--- src/rtl/id_pkg.sv ---
// Shared constants and state encoding for the ID digit sequencer.
package id_pkg;

  localparam int DEPTH  = 8;  // ROM entries scanned, power of two
  localparam int ADDR_W = 3;  // log2(DEPTH)
  localparam int DATA_W = 4;  // ROM digit width
  localparam int PASS_W = 4;  // completed-pass counter width

  localparam logic [ADDR_W-1:0] LAST_ADDR = ADDR_W'(DEPTH - 1);
  localparam logic [PASS_W-1:0] PASS_MAX  = '1;

  typedef enum logic [1:0] {
    IDLE  = 2'd0,
    RUN   = 2'd1,
    PAUSE = 2'd2,
    DONE  = 2'd3
  } state_t;

  // Saturating increment for the pass counter.
  function automatic logic [PASS_W-1:0] pass_inc(input logic [PASS_W-1:0] cnt);
    return (cnt == PASS_MAX) ? cnt : cnt + PASS_W'(1);
  endfunction

endpackage

--- src/rtl/tick_prescaler.sv ---
// Free-running divider: raises tick for one cycle every TICK_DIV enabled
// cycles. Counting freezes while en is low; clr forces the count to zero.
module tick_prescaler #(
  parameter int TICK_DIV = 50000000,
  parameter int PRE_W    = 26
) (
  input  logic clk,
  input  logic rst,
  input  logic en,
  input  logic clr,
  output logic tick
);

  localparam logic [PRE_W-1:0] CNT_LAST = PRE_W'(TICK_DIV - 1);

  logic [PRE_W-1:0] count;

  // tick is only meaningful while enabled, so a frozen count at the
  // terminal value never produces a spurious advance.
  assign tick = en && (count == CNT_LAST);

  // Count register: clear has priority, then wrap on tick, else increment.
  always_ff @(posedge clk) begin
    // NOTE: non-blocking assignments for all clocked state so every register
    // samples the pre-edge values of the others, independent of block order.
    if (rst || clr) begin
      count <= '0;
    end else if (en) begin
      count <= tick ? '0 : count + PRE_W'(1);
    end
  end

endmodule

--- src/rtl/id_seq_ctrl.sv ---
// ID digit ROM sequencer: scans the ROM at a prescaled rate with
// start/stop, pause with manual single-step, and single-pass or loop modes.
module id_seq_ctrl
  import id_pkg::*;
#(
  parameter int TICK_DIV = 50000000,
  parameter int PRE_W    = 26
) (
  input  logic              clk,
  input  logic              rst,
  input  logic              start,
  input  logic              stop,
  input  logic              pause,
  input  logic              step,
  input  logic              loop_en,
  input  logic [DATA_W-1:0] rom_data,
  output logic [ADDR_W-1:0] rom_addr,
  output logic [DATA_W-1:0] digit,
  output logic              blank,
  output logic              busy,
  output logic              done,
  output logic [PASS_W-1:0] pass_cnt
);

  state_t            state, state_nxt;
  logic [ADDR_W-1:0] addr_nxt;
  logic [DATA_W-1:0] digit_nxt;
  logic              blank_nxt;
  logic              done_nxt;
  logic [PASS_W-1:0] pass_nxt;
  logic              pre_en;
  logic              pre_clr;
  logic              tick;
  logic              advance;

  // Prescaler runs only in RUN and freezes as soon as pause is seen.
  tick_prescaler #(
    .TICK_DIV (TICK_DIV),
    .PRE_W    (PRE_W)
  ) u_prescaler (
    .clk  (clk),
    .rst  (rst),
    .en   (pre_en),
    .clr  (pre_clr),
    .tick (tick)
  );

  assign busy = (state == RUN) || (state == PAUSE);

  // Next-state and datapath decode; priority stop > start > step > tick.
  always_comb begin
    // NOTE: every signal gets a default before any branch so no path leaves
    // a variable unassigned, which would otherwise infer a latch.
    state_nxt = state;
    addr_nxt  = rom_addr;
    digit_nxt = digit;
    blank_nxt = blank;
    done_nxt  = 1'b0;
    pass_nxt  = pass_cnt;
    pre_en    = (state == RUN) && !pause;
    pre_clr   = 1'b0;
    advance   = 1'b0;

    // Display path follows the current state with one cycle of latency.
    unique case (state)
      RUN, PAUSE: begin
        digit_nxt = rom_data;
        blank_nxt = 1'b0;
      end
      DONE:    blank_nxt = 1'b0;
      default: blank_nxt = 1'b1;
    endcase

    if (stop) begin
      state_nxt = IDLE;
      addr_nxt  = '0;
      pre_clr   = 1'b1;
      blank_nxt = 1'b1;
      digit_nxt = digit;
    end else if (start) begin
      state_nxt = RUN;
      addr_nxt  = '0;
      pre_clr   = 1'b1;
      pass_nxt  = '0;
    end else begin
      advance = ((state == PAUSE) && step) || tick;

      if ((state == RUN) && pause)    state_nxt = PAUSE;
      if ((state == PAUSE) && !pause) state_nxt = RUN;

      if (advance) begin
        if (rom_addr != LAST_ADDR) begin
          addr_nxt = rom_addr + ADDR_W'(1);
        end else begin
          pass_nxt = pass_inc(pass_cnt);
          if (loop_en) begin
            addr_nxt = '0;
          end else begin
            state_nxt = DONE;
            done_nxt  = 1'b1;
          end
        end
      end
    end
  end

  // State and output registers with synchronous reset.
  always_ff @(posedge clk) begin
    if (rst) begin
      state    <= IDLE;
      rom_addr <= '0;
      digit    <= '0;
      blank    <= 1'b1;
      done     <= 1'b0;
      pass_cnt <= '0;
    end else begin
      state    <= state_nxt;
      rom_addr <= addr_nxt;
      digit    <= digit_nxt;
      blank    <= blank_nxt;
      done     <= done_nxt;
      pass_cnt <= pass_nxt;
    end
  end

endmodule

--- config.mk ---
export PLATFORM = sky130hd
export DESIGN_NAME = id_seq_ctrl
export DESIGN_NICKNAME = d
export VERILOG_FILES = /design/src/rtl/id_pkg.sv /design/src/rtl/tick_prescaler.sv /design/src/rtl/id_seq_ctrl.sv
export SDC_FILE = /design/constraint.sdc
export NUM_CORES = 1
export LEC_CHECK = 0
export BUFFER_PORTS_ARGS = -buffer_cell sky130_fd_sc_hd__buf_2
export CORE_MARGIN = 10
export CORE_UTILIZATION = 40
export DETAILED_ROUTE_END_ITERATION = 10
export PLACE_DENSITY = 0.58
export SLEW_MARGIN = 10
export SYNTH_ARGS = -nofsm -noshare
export SYNTH_HDL_FRONTEND = slang
export SYNTH_SLANG_ARGS = --single-unit
--- constraint.sdc ---
create_clock -name clk -period 2.6 [get_ports clk]
set_input_delay 0 -clock clk [delete_from_list [all_inputs] [get_ports clk]]
set_output_delay 0 -clock clk [all_outputs]
set_load 0.005 [all_outputs]
**After elaboration in Yosys (flattened, before gate mapping)**

Index checks and enable logic that the tools add are counted.

- Add/sub/neg operators: 3
- Multiply operators: 0
- Div/mod/pow operators: 0
- $lt $le $gt $ge: 0
- Equal/unequal tests: 8
- Shift-type cells: 0
- Mux-type cells: 17
- Bitwise operators: 2
- Reduce and logical (&&, ||, !) cells: 19

Operators by type and width:

| kind | count |
|---|---|
| adder 26 x 1 -> 26 bit, second input constant | 1 |
| equality test 26 bit, second input constant | 1 |
| two-way mux 26 bit | 1 |
| two-way mux 4 bit | 4 |
| two-way mux 2 bit | 5 |
| two-way mux 3 bit | 2 |
| OR reduction 3 bit | 2 |
| logical AND 1 bit | 5 |
| two-way mux 1 bit | 5 |
| OR reduction 5 bit | 1 |
| adder 4 x 1 -> 4 bit, second input constant | 1 |
| equality test 2 bit, second input constant | 2 |
| equality test 4 bit, second input constant | 1 |
| inequality test 2 bit, second input constant | 2 |
| AND reduction 2 bit | 2 |
| AND reduction 4 bit | 1 |
| nonzero test 2 bit | 2 |
| OR reduction 2 bit | 2 |
| adder 3 x 1 -> 3 bit, second input constant | 1 |
| logical OR 1 bit | 3 |
| inequality test 3 bit, second input constant | 1 |
| equality test 2 x 1 -> 1 bit, second input constant | 1 |
| NOT 1 bit | 2 |
| logical NOT 1 bit | 1 |

- Flip-flop bits (word level): 41
- Latch bits: 0
- RAM bits: 0
- Memory bits (read-only): 0
- Memories kept: 0

**Longest topological paths before layout**

- Depth in word-level cells: 8
- Mapped depth: 8

**Cells and area by module**

A second synthesis with hierarchy kept.

- Cell total of the unflattened synthesis: 242
- Area, all modules: 2,118.3 um^2

Modules (own cells, without submodules):

| module | times used | cells an instance | area each (um^2) |
|---|---|---|---|
| tick_prescaler | 1 | 156 | 1,343.8 |
| id_seq_ctrl | 1 | 86 | 774.5 |

**Worst setup path before layout**

OpenSTA, ideal clock, no wires.

- Kind: register -> register
- From: register state[1]
- To: register u_prescaler.count[25]
- Setup time: 0.072 ns
- Data arrival time: 1.914 ns
- Setup slack: 0.614 ns
- Cell stages (with the launch flop): 8
- Buffers on the path: 0
- Period minus slack after synthesis: 1.986 ns
- Cell sequence: dfxtp_1 inv_1 ha_1 and2b_4 nand4_4 or4_4 or3_1 a21oi_1

- Word-level cells in the longest chain between the ends: 4

Ends and longest elaborated chain:

| item | line | source |
|---|---|---|
| start: declaration | id_seq_ctrl.sv:25 | `state_t state, state_nxt;` |
| start signal: assignment | id_seq_ctrl.sv:117 | `state <= state_nxt;` |
| equality test 2 x 1 -> 1 bit * | id_seq_ctrl.sv:60 | `pre_en = (state == RUN) && !pause;` |
| logical AND 1 bit * | id_seq_ctrl.sv:60 |  |
| logical AND 1 bit | tick_prescaler.sv:20 | `assign tick = en && (count == CNT_LAST);` |
| two-way mux 26 bit | tick_prescaler.sv:29 | `count <= tick ? '0 : count + PRE_W'(1);` |
| end signal: assignment | tick_prescaler.sv:29 |  |
| end: declaration | tick_prescaler.sv:16 | `logic [PRE_W-1:0] count;` |

Mark *: on every way between the ends. The rest lies on a longest branch, timed or not.
A chain may end at the register's enable or synchronous reset.

**Worst setup path in the final report**

Same ends and word-level chain as after synthesis.

==> impl_metrics.ini <==
[status]
run_status = complete, no violations

[logic_synthesis]
ys.warnings.count = 0
synth_edf_count = 0
ys_seq_area_share_pct = 41.4
ys_seq_elements = 41
synth_nets = 247
yosysUniqueCellTypes = 34
synthCells = 229
synth_ff_type = dfxtp_1
async_flop_share_pct = 0
syn_avg_cell_area_um2 = 8.67
synth_top_area_share_pct = 41.4
syn-cell-area_um2 = 1980
yosys-top-cells-area = dfxtp_1 (41%), xnor2_1 (7.9%), nor2_1 (7.0%), ha_1 (4.4%), nand2_1 (4.4%)
synth_top_area_cell = dfxtp_1

[worst_setup_path]
worstPathRequired_ns = 2.83
arrival_ns = 2.36
end_kind = flop
worst_setup_path_start_kind = flop
crit_path_max_fanout = 10
reg2reg_slack_ns = 0.47
reg2regPathDepth = 7
slowest_stage = or4_4
rr_endpoint = u_prescaler.count[25]
critical_path_class = flop to flop
crit_path_max_incr_delay_ns = 0.57
crit_chain = inv_1 > ha_1 > and2b_4 > nand4_4 > or4_4 > or3_1 > a21oi_1
r2r-start = state[1]

[detailed_routing]
routed_wl_mm = 3.97
viasPerCell = 4.89
antenna_left = 0
drt-initial-drc-count = 97
wl_per_cell_um = 12.1
firstDrtPassIters = 4
vias = 1605
drc = 0

[sta]
tns_ns = 0
slew_viol_final = 0
finClkSkew_ns = 0.00352
layout_min_cycle_time_ns = 2.13
timing.fmax_mhz = 470
max-slew-margin-rel_pct = 56.4
hold_viol_final = 0
final-setup-viol-count = 0
tightest_slew_ns = 0.649
post-route-period-util_pct = 81.8
rsz0062_at_grt = false

[global_route]
overflow = 0
grt_use_met1_pct = 12.3
grt_antenna_before_repair = 0
grt_max_degree = 25
grt.busiest_layer = met2
met2_usage_pct = 15.6
use_met3_pct = 2.74
grt_usage_pct = 10.1
grt_pass1_wl_mm = 6.95
grt_pass1_vias = 1538

[power_and_ir_drop]
p_clk_share_pct = 38.0
peakVddDrop_v = 0.000224
switching_power_mw = 0.232
p_leak_nw = 0.846
combPwrFrac_pct = 4.2
seq_power_share_pct = 57.8
powerDensity_nw_per_um2 = 473
p_sw_share_pct = 21.2
p_int_mw = 0.862

[floorplan]
die_h_um = 90.4
core_area_um2 = 4750
die-area_um2 = 8180
die_w_um = 90.4
ios = 25
initial_utilization_pct = 41.7
row_count = 25

[final_layout]
area_growth_pct = 16.5
fin_util_pct = 48.6
antenna-diode-count = 0
drive_above_1_share_pct = 15.3
final_common_cell = dfxtp_1
fin_nets = 279
layout_common_cells = dfxtp_1 (41), nor2_1 (37), buf_2 (24), nand2_1 (23), xnor2_1 (18)
num-fill-cells = 477

[clock_tree]
cts_max_path_buffers = 2
clk_pin_slew_ns = 0.07
cts_sinks = 41
clkLatencyLatePin_ns = 0.29
cts_tree = done
postCtsSetupBuffers = 0
cts_root_buffer = clkbuf_8
post_cts_resized = 0
cts-htree-levels = 2
cts_made_buffers = 5

[placement]
hpwl_mm = 2.94
gp_congestion = 0.775
port_buffers = 24

[min_path]
hold_depth = 3
min_from = start
hp-class = input pin to flop
hold_end = state[0]

[run]
maxCapViolations = 0
worst max-delay path by stage:
stage,start,end,depth (start not counted)
6_report,state[1],u_prescaler.count[25],7
5_1_grt,state[1],u_prescaler.count[25],7
4_1_cts,state[1],u_prescaler.count[25],7
3_5_place_dp,state[1],u_prescaler.count[25],7
3_3_place_gp,state[1],u_prescaler.count[25],7
2_1_floorplan,state[1],u_prescaler.count[25],7
cells in the mapped netlist (all sizes together), types with 2 or more instances:
cell type,n
a21oi,4
a31oi,2
a32o,2
and2,4
and3,6
and4,2
buf,2
clkbuf,3
dfxtp,41
ha,7
inv,6
mux2i,8
nand2,23
nand2b,4
nand3,15
nand4,6
nor2,37
nor2b,2
nor3,12
nor4,5
o21ai,5
or3,4
xnor2,18
xor2,5
layout make-up:
| cell class | count | area [µm²] | area share, % |
|---|---|---|---|
| Multi-Input combinational cell | 177 | 1120 | 48.5 |
| Sequential cell | 41 | 821 | 35.5 |
| Timing Repair Buffer | 30 | 178 | 7.69 |
| Clock buffer | 7 | 86.3 | 3.74 |
| Tap cell | 67 | 83.8 | 3.63 |
| Inverter | 6 | 22.5 | 0.975 |
logic make-up after synthesis:
logic type	count (synthesis)	share of synthesized area [%]
xor+xnor	23	10.2
flops	41	41.4
simple gates	124	33.0
buf+inv	11	2.21
fa+ha+maj	7	4.41
mux	8	4.04
compound gates	15	4.79
worst max-delay path: cells and delay by family (launching register included):
| kind | cells | cell delay [ns] |
|---|---|---|
| buffers and inverters | 1 | 0.08 |
| flip-flops | 1 | 0.33 |
| AO/OA/AOI/OAI | 1 | 0.13 |
| adder cells (fa/ha/maj) | 1 | 0.21 |
| AND/OR/NAND/NOR | 4 | 1.31 |
sequential cells by signal (all words and copies together) (netlist names):
signal and flops:
u_prescaler.count 26, digit 4, pass_cnt 4, rom_addr 3
state 2, blank 1, done 1
power by group through the flow:
| stage | Combinational [mW] | Clock, mW | Sequential, mW |
|---|---|---|---|
| after global placement | 0.0408 | 0 | 0.646 |
| after global routing | 0.0521 | 0.458 | 0.632 |
| after detailed placement | 0.0409 | 0 | 0.647 |
| final | 0.0461 | 0.416 | 0.632 |
| after CTS | 0.0471 | 0.436 | 0.632 |
| after floorplan | 0.0226 | 0 | 0.647 |
stage by stage:
stage / instances / hold slack (ns) / power [mW] / instance area, µm² / setup WS [ns]
finish: 328 / 0.00486 / 1.09 / 2310 / 0.474
CTS: 328 / 0.00336 / 1.11 / 2310 / 0.457
detailed placement: 316 / 0.248 / 0.687 / 2170 / 0.475
global route: 328 / 0.0175 / 1.14 / 2310 / 0.318
global placement: 316 / 0.232 / 0.687 / 2170 / 0.515
floorplan: 229 / 0.0780 / 0.669 / 1980 / 0.614
layer usage:
metal	vias up	share of wire, %
li1	853	-
met1	723	49
met2	22	45
met3	7	3.2
met4	0	2.3
met5	-	0
repair_timing:
item	4_1_cts	5_1_grt
endpoints found under the hold margin	5	0
hold buffers	5	0
endpoints found under the setup margin	0	0
(Power assumes the default switching activity.)
